<file path="src/rtl/rc5_arbiter.sv">
// Round-robin arbiter that shares one RC5 core between two requesters.
// One job is in flight at a time; a watchdog aborts jobs the core never finishes.
module rc5_arbiter #(
  parameter int unsigned TIMEOUT = 40
) (
  input  logic        clk,
  input  logic        rst,

  input  logic        req0_valid,
  output logic        req0_ready,
  input  logic        req0_mode,
  input  logic [4:0]  req0_rounds,
  input  logic [31:0] req0_data,

  input  logic        req1_valid,
  output logic        req1_ready,
  input  logic        req1_mode,
  input  logic [4:0]  req1_rounds,
  input  logic [31:0] req1_data,

  output logic        resp_valid,
  input  logic        resp_ready,
  output logic        resp_id,
  output logic        resp_err,
  output logic [31:0] resp_data,

  output logic        core_encrypt,
  output logic        core_decrypt,
  output logic [4:0]  core_num_rounds,
  output logic [31:0] core_d_in,
  input  logic [31:0] core_d_out,
  input  logic        core_done,
  output logic        core_rst_n
);

  typedef enum logic [1:0] {
    IDLE   = 2'd0,
    LAUNCH = 2'd1,
    WAIT   = 2'd2,
    RESP   = 2'd3
  } state_t;

  localparam logic [5:0] WDOG_LAST = 6'(TIMEOUT - 1);

  state_t      state_q;
  logic        last_grant_q;
  logic        mode_q;
  logic        id_q;
  logic [4:0]  rounds_q;
  logic [31:0] data_q;
  logic [5:0]  wdog_q;
  logic        resp_valid_q;
  logic        resp_id_q;
  logic        resp_err_q;
  logic [31:0] resp_data_q;
  logic        core_rst_n_q;

  logic        grant;
  logic        accept;
  logic        id_d;
  logic        mode_d;
  logic [4:0]  rounds_raw;
  logic [4:0]  rounds_d;
  logic [31:0] data_d;

  // With both requesting, the side not served last wins.
  always_comb begin
    if (req0_valid && req1_valid) begin
      grant = ~last_grant_q;
    end else begin
      grant = req1_valid;
    end
  end

  assign req0_ready = ~rst & (state_q == IDLE) & req0_valid & ~grant;
  assign req1_ready = ~rst & (state_q == IDLE) & req1_valid &  grant;
  assign accept     = req0_ready | req1_ready;

  assign id_d       = grant;
  assign mode_d     = grant ? req1_mode   : req0_mode;
  assign rounds_raw = grant ? req1_rounds : req0_rounds;
  assign data_d     = grant ? req1_data   : req0_data;
  assign rounds_d   = (rounds_raw > 5'd16) ? 5'd16 : rounds_raw;

  assign core_encrypt    = ~rst & (state_q == LAUNCH) & ~mode_q;
  assign core_decrypt    = ~rst & (state_q == LAUNCH) &  mode_q;
  assign core_num_rounds = rounds_q;
  assign core_d_in       = data_q;
  assign core_rst_n      = ~rst & core_rst_n_q;

  assign resp_valid = resp_valid_q;
  assign resp_id    = resp_id_q;
  assign resp_err   = resp_err_q;
  assign resp_data  = resp_data_q;

  always_ff @(posedge clk) begin
    if (rst) begin
      state_q      <= IDLE;
      last_grant_q <= 1'b1;
      mode_q       <= 1'b0;
      id_q         <= 1'b0;
      rounds_q     <= 5'd0;
      data_q       <= 32'd0;
      wdog_q       <= 6'd0;
      resp_valid_q <= 1'b0;
      resp_id_q    <= 1'b0;
      resp_err_q   <= 1'b0;
      resp_data_q  <= 32'd0;
      core_rst_n_q <= 1'b1;
    end else begin
      core_rst_n_q <= 1'b1;
      unique case (state_q)
        IDLE: begin
          if (accept) begin
            mode_q       <= mode_d;
            id_q         <= id_d;
            rounds_q     <= rounds_d;
            data_q       <= data_d;
            last_grant_q <= id_d;
            state_q      <= LAUNCH;
          end
        end
        LAUNCH: begin
          wdog_q  <= 6'd0;
          state_q <= WAIT;
        end
        WAIT: begin
          wdog_q <= wdog_q + 6'd1;
          // A done arriving on the timeout cycle still counts as success.
          if (core_done) begin
            resp_data_q  <= core_d_out;
            resp_err_q   <= 1'b0;
            resp_id_q    <= id_q;
            resp_valid_q <= 1'b1;
            state_q      <= RESP;
          end else if (wdog_q == WDOG_LAST) begin
            resp_data_q  <= 32'd0;
            resp_err_q   <= 1'b1;
            resp_id_q    <= id_q;
            resp_valid_q <= 1'b1;
            core_rst_n_q <= 1'b0;
            state_q      <= RESP;
          end
        end
        RESP: begin
          if (resp_ready) begin
            resp_valid_q <= 1'b0;
            state_q      <= IDLE;
          end
        end
        default: state_q <= IDLE;
      endcase
    end
  end

endmodule

</file>
<file path="config.mk">
export PLATFORM = sky130hd
export DESIGN_NAME = rc5_arbiter
export DESIGN_NICKNAME = d
export VERILOG_FILES = /design/src/rtl/rc5_arbiter.sv
export SDC_FILE = /design/constraint.sdc
export NUM_CORES = 1
export LEC_CHECK = 0
export CORE_UTILIZATION = 50
export DETAILED_ROUTE_END_ITERATION = 10
export DONT_BUFFER_PORTS = 1
export PLACE_DENSITY = 0.67
export SLEW_MARGIN = 20
export SYNTH_ARGS = -nofsm -noshare
export SYNTH_HDL_FRONTEND = slang
export SYNTH_SLANG_ARGS = --single-unit
</file>
<file path="constraint.sdc">
create_clock -name clk -period 3.4 [get_ports clk]
set_input_delay 0.51 -clock clk [delete_from_list [all_inputs] [get_ports clk]]
set_output_delay 0.51 -clock clk [all_outputs]
set_load 0.01 [all_outputs]
</file>
### Yosys cells after proc, flatten, opt, wreduce, memory -nomap -nowiden

Index checks and enable logic that the tools add are counted.

* input bits: 114
* bits in registers: 84

* $add $sub $neg: 1
* mux-type cells: 21
* bitwise operators: 15
* reductions and logical operators: 10
* equal/unequal tests: 7
* $lt $le $gt $ge: 1

Operators with widths (count)
* $mux W32: 3
* $pmux W6 S2: 1
* $mux W5: 2
* $and A1 B1 Y1: 9
* $mux W1: 9
* $mux W2: 4
* $pmux W2 S4: 1
* $add A6 B1 Y6 const B: 1
* $eq A6 B6 Y1 const B: 1
* $reduce_and A3 Y1: 2
* $reduce_bool A2 Y1: 3
* $gt A5 B5 Y1 const B: 1
* $not A1 Y1: 5
* $eq A2 B2 Y1 const B: 2
* $ne A2 B2 Y1 const B: 2
* $reduce_and A2 Y1: 2
* $ne A3 B3 Y1 const B: 1
* $reduce_or A3 Y1: 1
* $eq A2 B1 Y1 const B: 1
* $logic_not A2 Y1: 1
* $pmux W1 S2: 1
* $logic_and A1 B1 Y1: 1
* $or A1 B1 Y1: 1

### Longest topological paths before layout

* word-level depth: 7
* gate-level depth with buffers: 8
* mapped depth without buffers: 6

### Least setup slack after synthesis

No wires, ideal clock.

* path kind: input-to-output
* from: input rst
* to: output req1_ready
* stages: 4
* arrival time: 1.271 ns
* required time: 2.890 ns
* path slack: 1.619 ns
* path through: buf_2 > inv_2 > clkbuf_1 > and3_1

* longest elaborated chain between the ends: 4

Ends and longest elaborated chain
* start: declaration: RTL line 7 `input logic rst,`
* $not A1 Y1: RTL line 76 `assign req1_ready = ~rst & (state_q == IDLE) & req1_valid & grant;`
* $and A1 B1 Y1 (3 in a row): RTL line 76
* end: declaration: RTL line 16 `output logic req1_ready,`

Every way passes these cells.

### Final worst setup path

* from: register last_grant_q
* to: output req0_ready

* longest elaborated chain between the ends: 4

Ends and longest elaborated chain
* start: declaration: RTL line 46 `logic last_grant_q;`
* start signal: assignment: RTL line 119 `last_grant_q <= id_d;`
* $not A1 Y1: RTL line 69 `grant = ~last_grant_q;`
* $mux W1: RTL line 68 `if (req0_valid && req1_valid) begin`
* $not A1 Y1: RTL line 75 `assign req0_ready = ~rst & (state_q == IDLE) & req0_valid & ~grant;`
* $and A1 B1 Y1: RTL line 75
* end: declaration: RTL line 10 `output logic req0_ready,`

Every way passes these cells.

==> results.json <==
{
  "grtUsageMet2_pct": 34.9,
  "syn_inst": 399,
  "cts-resized-gates": 0,
  "synth_edf_count": 0,
  "hp-start": "rst",
  "crit_arrival_ps": 1750,
  "grt_max_degree": 68,
  "wl_per_cell_um": 16.4,
  "finClkSkew_ps": 7.77,
  "via_per_inst": 5.60,
  "maxClockFrequency_mhz": 442,
  "grt_pass1_vias": 2408,
  "synth_cell_type_count": 48,
  "cp-start-kind": "register",
  "htree_levels": 3,
  "grt_pass1_wl_um": 11700,
  "maxCapViolCount": 0,
  "reg2reg_depth": 7,
  "nNetsFinal": 501,
  "drt_iter0_markers": 110,
  "layout_commonest_cell": "dfxtp_1",
  "grt-busiest-layer": "met2",
  "gp_congestion": 0.736,
  "reg2reg_slack_ps": 1370,
  "crit_required_ps": 2890,
  "grt-ovfl-total": 0,
  "crit_path_max_fanout": 34,
  "num_vias": 2710,
  "hold_violations": 0,
  "finish.instance_area_um2": 3930,
  "place_area_um2": 3720,
  "root_buffer": "clkbuf_8",
  "post_cts_buffers": 0,
  "wl_um": 7960,
  "ys_seq_area_share_pct": 44.7,
  "syn_area_um2": 3760,
  "path_class": "register to primary output",
  "drv_slew": 0,
  "antenna_found_initial": 0,
  "post-route-drc-count": 0,
  "ant_nets": 0,
  "drive_gt1_share_pct": 15.3,
  "core-area_um2": 7250,
  "portBuffers": 0,
  "whs_ps": 229,
  "syn_avg_cell_area_um2": 9.43,
  "cts_buffers": 9,
  "fin_tns_setup_ps": 0,
  "met3_usage_pct": 7.18,
  "first_pass_iters": 4,
  "p_total_uw": 2870,
  "setup_viol": 0,
  "yosysWarnings": 0,
  "relSlewSlack_pct": 49.2,
  "peakVddDrop_uv": 497,
  "end_kind": "primary output",
  "n_antenna_cell": 0,
  "cts.reportedPaths.clkPinSlew_ps": 80,
  "syn_nets": 519,
  "clkSinkCount": 84,
  "leakagePower_uw": 0.00138,
  "die-area_um2": 7880,
  "fp-row-count": 31,
  "io_pins": 191,
  "p_per_area_nw_per_um2": 731,
  "clk_latency_ps": 340,
  "ys_ff_latch": 84,
  "die_w_um": 88.7,
  "hold_class": "input port to register",
  "worst_slew_pin_slew_ps": 762,
  "rr_startpoint": "state_q[0]",
  "use_met1_pct": 21.2,
  "cts_hold_buf": 0,
  "syn2layout_area_growth_pct": 4.46,
  "period_minus_slack_ps": 2260,
  "status": "completed",
  "cts.path.max_buffers": 2,
  "ys_async_sr_fraction_pct": 0,
  "finalCritPeriodShare_pct": 66.5,
  "fill_cells": 681,
  "worst_hold_path.endpoint": "core_d_in[26]",
  "die_h_um": 88.7,
  "grt_usage_pct": 19.6,
  "r2r_end": "core_d_in[6]",
  "worstHoldPathCells": 1,
  "place_hpwl_um": 5890,
  "layout_common_cells": "84 x dfxtp_1, 46 x nor2_1, 40 x nand2_1, 38 x mux2i_1, 34 x nand3_1",
  "rsz0062_at_grt": "false",
  "start_util_pct": 51.9,
  "ys.flop_type": "dfxtp_1",
  "cts_tree": "yes"
}
metrics by stage:
| stage | setup slack, ps | cells | util, % |
|---|---|---|---|
| 6_report | 1140 | 484 | 54.2 |
| 5_1_grt | 1030 | 484 | 54.2 |
| 4_1_cts | 1120 | 484 | 54.2 |
| 3_5_place_dp | 1320 | 469 | 51.4 |
| 3_3_place_gp | 1360 | 469 | 51.4 |
| 2_1_floorplan | 1620 | 399 | - |
critical path, stage by stage, from the launching register on:
cell and delay (ps):
dfxtp_1 350, a21boi_4 330, buf_4 520, nor3_1 170
worst max path at each step:
| stage | end | start | cells past startpoint |
|---|---|---|---|
| final | req0_ready | last_grant_q | 3 |
| after detailed placement | req0_ready | req1_valid | 3 |
| after global routing | req0_ready | last_grant_q | 3 |
| after CTS | req0_ready | last_grant_q | 3 |
| after global placement | req0_ready | req1_valid | 3 |
| after floorplan | req1_ready | rst | 4 |
power breakdown:
group / total [uW] / internal (uW) / switching [uW]
Sequential: 1380 / 1170 / 211
Clock: 746 / 408 / 339
Combinational: 743 / 296 / 447
cell usage after synthesis, types with 2 or more instances:
cell      count  share of area [%]
buf_6         2               0.60
ha_1          6                2.0
a211oi_1      3               0.60
a31o_2        4               0.93
o21a_1        2               0.40
clkbuf_1     16                1.6
nor2b_1       2               0.33
nand4_1       2               0.33
buf_4         3               0.60
inv_1         3               0.30
buf_2         6               0.80
nand2_1      40                4.0
xor2_1        4               0.93
nor3_1        7               0.93
a21oi_1       4               0.53
mux2i_1      38                 10
buf_8         2               0.80
nor2_1       47                4.7
o21ai_1       2               0.27
o21ai_0      30                4.0
dfxtp_1      84                 45
clkbuf_2      2               0.27
a211oi_2     30                 10
and3_1        3               0.50
nand3_1      34                4.5
flip-flops by register name, summed over array words and instances (netlist names):
name             cells
wdog_q               6
last_grant_q         1
core_d_in           32
id_q                 1
resp_err             1
resp_id              1
mode_q               1
state_q              2
core_num_rounds      5
resp_data           32
core_rst_n_q         1
resp_valid           1
cells by family after synthesis:
group / count (synthesis) / share of synthesized area, %
DFF: 84 / 44.7
and+or+nand+nor: 143 / 16.8
adders and majority gates: 6 / 2.00
buffers and inverters: 37 / 5.69
AOI/OAI and AO/OA: 85 / 19.1
xor gates and xnor gates: 5 / 1.16
muxes: 39 / 10.5
final cells by class:
cell class | count | area (um2) | share of cell area, %
Multi-Input combinational cell | 278 | 1870 | 47.7
Sequential cell | 84 | 1680 | 42.8
Clock buffer | 10 | 128 | 3.25
Tap cell | 99 | 124 | 3.15
Clock inverter | 5 | 77.6 | 1.97
Timing Repair Buffer | 4 | 30.0 | 0.764
Inverter | 4 | 15.0 | 0.382
layer usage:
metal | routed length [um] | vias to the layer above | share of wire (%)
li1 | - | 1365 | -
met5 | 0 | - | 0
met3 | 651 | 14 | 8.2
met2 | 4120 | 103 | 52
met1 | 3080 | 1228 | 39
met4 | 110 | 0 | 1.4
(Power assumes the default switching activity.)
